[src/rtl/fs_pkg.sv]
// Sizing and configuration-check helpers shared by the pipelined full subtractor.
package fs_pkg;

   function automatic int unsigned fs_chunk(input int unsigned width, input int unsigned stages);
      return width / stages;
   endfunction

   function automatic bit fs_cfg_ok(input int unsigned width, input int unsigned stages);
      return (stages >= 1) && (stages <= width) && ((width % stages) == 0);
   endfunction

endpackage

[src/rtl/fs_slice.sv]
// Combinational W-bit full subtractor slice: {bout, diff} = a - b - bin.
module fs_slice #(
   parameter int unsigned W = 4
) (
   input  logic [W-1:0] a_i,
   input  logic [W-1:0] b_i,
   input  logic         bin_i,
   output logic [W-1:0] diff_o,
   output logic         bout_o
);

   // The extra MSB of the widened difference is the borrow-out.
   assign {bout_o, diff_o} = {1'b0, a_i} - {1'b0, b_i} - (W+1)'(bin_i);

endmodule

[src/rtl/fs_pipe_sub.sv]
// Pipelined WIDTH-bit full subtractor, one CHUNK-bit slice per stage, valid/ready on both sides.
// Optional FS_SAT_EN: clamp diff to zero in the last stage when the final borrow is set.
module fs_pipe_sub
   import fs_pkg::*;
#(
   parameter int unsigned WIDTH  = 16,
   parameter int unsigned STAGES = 4
) (
   input  logic             clk,
   input  logic             rst,
   input  logic             in_valid,
   output logic             in_ready,
   input  logic [WIDTH-1:0] a,
   input  logic [WIDTH-1:0] b,
   input  logic             bin,
   output logic             out_valid,
   input  logic             out_ready,
   output logic [WIDTH-1:0] diff,
   output logic             bout,
   output logic             busy
);

   localparam int unsigned CHUNK = fs_chunk(WIDTH, STAGES);
   localparam int unsigned LAST  = STAGES - 1;

   if (!fs_cfg_ok(WIDTH, STAGES)) begin : g_cfg_check
      $error("fs_pipe_sub: need 1 <= STAGES <= WIDTH and WIDTH %% STAGES == 0");
   end

   logic [STAGES-1:0] v_q, v_d;
   logic [STAGES-1:0] br_q, br_d;
   logic [WIDTH-1:0]  a_q [STAGES];
   logic [WIDTH-1:0]  a_d [STAGES];
   logic [WIDTH-1:0]  b_q [STAGES];
   logic [WIDTH-1:0]  b_d [STAGES];
   logic [WIDTH-1:0]  d_q [STAGES];
   logic [WIDTH-1:0]  d_d [STAGES];
   logic              busy_q, busy_d;

   logic [STAGES-1:0] rdy_c;
   logic [STAGES-1:0] up_v_c;
   logic [STAGES-1:0] up_br_c;
   logic [WIDTH-1:0]  up_a_c [STAGES];
   logic [WIDTH-1:0]  up_b_c [STAGES];
   logic [WIDTH-1:0]  up_d_c [STAGES];
   logic [CHUNK-1:0]  sl_diff_c [STAGES];
   logic [STAGES-1:0] sl_bout_c;

   // Upstream view of each stage: stage 0 sees the input port, stage k sees stage k-1.
   always_comb begin
      up_v_c[0]  = in_valid;
      up_br_c[0] = bin;
      up_a_c[0]  = a;
      up_b_c[0]  = b;
      up_d_c[0]  = '0;
      for (int k = 1; k < STAGES; k++) begin
         up_v_c[k]  = v_q[k-1];
         up_br_c[k] = br_q[k-1];
         up_a_c[k]  = a_q[k-1];
         up_b_c[k]  = b_q[k-1];
         up_d_c[k]  = d_q[k-1];
      end
   end

   for (genvar k = 0; k < STAGES; k++) begin : g_slice
      fs_slice #(.W(CHUNK)) u_slice (
         .a_i    (up_a_c[k][k*CHUNK +: CHUNK]),
         .b_i    (up_b_c[k][k*CHUNK +: CHUNK]),
         .bin_i  (up_br_c[k]),
         .diff_o (sl_diff_c[k]),
         .bout_o (sl_bout_c[k])
      );
   end

   // Stage k may advance when any stage from k to the output is empty or the sink accepts.
   always_comb begin
      rdy_c = '0;
      for (int k = 0; k < STAGES; k++) begin
         rdy_c[k] = out_ready;
         for (int j = k; j < STAGES; j++) begin
            if (!v_q[j]) rdy_c[k] = 1'b1;
         end
      end
   end

   always_comb begin
      v_d  = v_q;
      br_d = br_q;
      a_d  = a_q;
      b_d  = b_q;
      d_d  = d_q;
      for (int k = 0; k < STAGES; k++) begin
         if (rdy_c[k]) begin
            v_d[k] = up_v_c[k];
            // Payload only moves with a valid token, so bubbles never disturb held data.
            if (up_v_c[k]) begin
               a_d[k]                   = up_a_c[k];
               b_d[k]                   = up_b_c[k];
               d_d[k]                   = up_d_c[k];
               d_d[k][k*CHUNK +: CHUNK] = sl_diff_c[k];
               br_d[k]                  = sl_bout_c[k];
            end
         end
      end
`ifdef FS_SAT_EN
      if (rdy_c[LAST] && up_v_c[LAST] && sl_bout_c[LAST]) d_d[LAST] = '0;
`endif
      busy_d = |v_d;
   end

   always_ff @(posedge clk or posedge rst) begin
      if (rst) begin
         v_q    <= '0;
         br_q   <= '0;
         busy_q <= 1'b0;
         for (int k = 0; k < STAGES; k++) begin
            a_q[k] <= '0;
            b_q[k] <= '0;
            d_q[k] <= '0;
         end
      end else begin
         v_q    <= v_d;
         br_q   <= br_d;
         busy_q <= busy_d;
         a_q    <= a_d;
         b_q    <= b_d;
         d_q    <= d_d;
      end
   end

   assign in_ready  = rdy_c[0];
   assign out_valid = v_q[LAST];
   assign diff      = d_q[LAST];
   assign bout      = br_q[LAST];
   assign busy      = busy_q;

endmodule

[config.mk]
export PLATFORM = sky130hd
export DESIGN_NAME = fs_pipe_sub
export DESIGN_NICKNAME = d
export VERILOG_FILES = /design/src/rtl/fs_pkg.sv /design/src/rtl/fs_slice.sv /design/src/rtl/fs_pipe_sub.sv
export SDC_FILE = /design/constraint.sdc
export NUM_CORES = 1
export LEC_CHECK = 0
export ABC_AREA = 1
export CORE_UTILIZATION = 45
export DETAILED_ROUTE_END_ITERATION = 16
export HOLD_SLACK_MARGIN = 0.03
export PLACE_DENSITY = 0.71
export SYNTH_ARGS = -nofsm -noshare
export SYNTH_HDL_FRONTEND = slang
export SYNTH_HIERARCHICAL = 1
export SYNTH_SLANG_ARGS = --single-unit
[constraint.sdc]
create_clock -name clk -period 3 [get_ports clk]
set_clock_uncertainty 0.1 [all_clocks]
set_input_delay 0.45 -clock clk [delete_from_list [all_inputs] [get_ports clk]]
set_output_delay 0.45 -clock clk [all_outputs]
set_load 0.05 [all_outputs]
==> impl_metrics.env <==
export IMPL_critPathLaunchType="flop"
export IMPL_avgRoutedWirePerCell_um=11.6
export IMPL_finalCritPeriodShare=0.814
export IMPL_antenna_cells=0
export IMPL_crit_arrival_ps=1890
export IMPL_globalRoute_busiestLayer="met2"
export IMPL_synth_fa_ha_area_frac=0.0939
export IMPL_yosysWarnings=6
export IMPL_portBuffers=56
export IMPL_yosys_mux_area_fraction=0
export IMPL_slew_headroom=0.452
export IMPL_antenna_violating_nets_post_route=0
export IMPL_ys_seq_area_frac=0.495
export IMPL_crit_type="reg -> out"
export IMPL_netlist_area_mm2=0.00490
export IMPL_yosysUniqueCellTypes=22
export IMPL_cts_resized=0
export IMPL_hp_class="in -> async"
export IMPL_first_pass_iters=4
export IMPL_outcome="completed"
export IMPL_dp_hpwl_um=6460
export IMPL_max_cap_violations=0
export IMPL_core_mm2=0.0105
export IMPL_start_util=0.468
export IMPL_root_buffer="clkbuf_8"
export IMPL_synth_area_per_cell_um2=8.51
export IMPL_core_rowCount=37
export IMPL_peakVddDrop_v=0.000499
export IMPL_synth_seq_cells=97
export IMPL_synth_compound_area_share=0.00408
export IMPL_reg2reg_to="a_q[42]"
export IMPL_final_cell_mix="nand2_1 (229), dfrtp_1 (97), nand3_1 (96)"
export IMPL_cts_tree="yes"
export IMPL_drv_slew=0
export IMPL_grt_max_degree=55
export IMPL_drtIter0Drc=137
export IMPL_first_global_vias=3336
export IMPL_antenna_found_initial=0
export IMPL_setup_violations=0
export IMPL_yosys_area_share_simple=0.303
export IMPL_ctsHoldBuffers=0
export IMPL_layout_min_cycle_time_ps=2440
export IMPL_synthXorXnorAreaFrac=0.00715
export IMPL_area_delta_synth_final_pct=14.5
export IMPL_io_pin_count=57
export IMPL_routed_wl_um=8650
export IMPL_synth_nets=645
export IMPL_netlist_instances=576
export IMPL_postCtsSetupBuffers=0
export IMPL_grt_pass1_wl_um=15400
export IMPL_layout_commonest_cell="nand2_1"
export IMPL_clk_pin_slew_ps=90
export IMPL_grt_setup_unrepaired="false"
export IMPL_grt_ovfl_total=0
export IMPL_cts_sink_count=97
export IMPL_route_detailed_drc=0
export IMPL_end_kind="primary output"
export IMPL_leakage_nw=3.02
export IMPL_timing_fmax_mhz=410
export IMPL_numCtsBuffers=9
export IMPL_grt_use_total=0.171
export IMPL_tns_ps=0
export IMPL_regToRegStartpoint="v_q[2]"
export IMPL_vias=3563
export IMPL_met3_usage=0.0362
export IMPL_vias_per_cell=4.76
export IMPL_fillers=1015
export IMPL_use_met2=0.287
export IMPL_cp_max_fo=22
export IMPL_cts_path_max_buffers=2
export IMPL_seq_area_mm2=0.00243
export IMPL_worst_slew_pin_slew_ps=822
export IMPL_multiInputGateArea_mm2=0.00200
export IMPL_final_layout_size_suffix_gt1_frac=0.0605
export IMPL_nets=676
export IMPL_powerDensity_mw_per_mm2=808
export IMPL_grt_util_met1=0.224
export IMPL_ff2ff_setup_slack_ps=870
export IMPL_worst_ep_required_time_ps=2450
export IMPL_die_h_um=106
export IMPL_die_area_mm2=0.0113
export IMPL_ctsHtreeMaxLevel=3
export IMPL_gp_congestion=0.779
export IMPL_dp_cells=732
export IMPL_fin_cells=748
export IMPL_die_x_um=106
export IMPL_reg2reg_depth=4
export IMPL_clk_latency_ps=360
export IMPL_finalHoldViolCount=0
export IMPL_synth_top_family_by_area="simple AND/OR/NAND/NOR gates"
## state kept, by name, indices dropped and copies added (netlist names)
register  count
d_q          24
v_q           4
diff         16
a_q          24
br_q          4
busy          1
b_q          24
## worst max-delay path: stages, from the launching register on
cell	delay, ps
dfrtp_1	890
nand4_4	330
buf_4	300
## where the power goes
part           switching [W]  total, W  internal (W)  leakage (nW)
clock               0.000471  0.000787      0.000316        0.0912
combinational        0.00113   0.00183      0.000707          1.73
sequential          0.000237   0.00192       0.00168          1.20
## through the flow
stage / setup WS, ps / util / power, W / hold slack [ps] / instance area, um^2
final: 559 / 0.536 / 0.00454 / 341 / 5610
after global routing: 442 / 0.536 / 0.00493 / 359 / 5610
after floorplan: 1080 / - / 0.00342 / 342 / 4900
after detailed placement: 473 / 0.519 / 0.00380 / 358 / 5430
after global placement: 570 / 0.519 / 0.00371 / 353 / 5430
after CTS: 565 / 0.536 / 0.00460 / 334 / 5610
## cells by family after synthesis
family | count (synthesis)
buffers and inverters | 98
xor gates and xnor gates | 4
adders and majority gates | 32
and+or+nand+nor | 341
AOI/OAI and AO/OA | 4
DFF | 97
## worst max-delay path by stage
stage / startpoint / end / slack, ps / depth (start not counted)
finish: v_q[2] / in_ready / 560 / 2
global route: v_q[2] / in_ready / 440 / 2
CTS: v_q[2] / in_ready / 570 / 2
detailed placement: b[0] / br_q[0] / 470 / 12
global placement: b[0] / br_q[0] / 570 / 12
floorplan: b[0] / br_q[0] / 1080 / 11
## layout make-up
type	count	share of cell area
clock buffer	9	0.0221
clock inverter	7	0.0107
inverter	55	0.0374
multi-input combinational	381	0.356
sequential	97	0.432
tap	136	0.0303
timing repair buffer	63	0.111
## layer usage
layer / wire length, um / share of wire
met3: 309 / 0.036
met5: 0 / 0
met1: 4110 / 0.47
met4: 75 / 0.0087
met2: 4160 / 0.48
## cell usage after synthesis, drive strengths merged
cell type	count	area (um^2)
nand3	97	498
o21ai	4	20.0
buf	35	239
nor2	6	48.8
xor2	4	35.0
clkbuf	8	30.0
nand3b	4	30.0
inv	55	206
dfrtp	97	2430
nand4	2	27.5
fa	8	160
nand2	232	878
ha	24	300
Note: power is estimated with default switching activity, not from simulation.
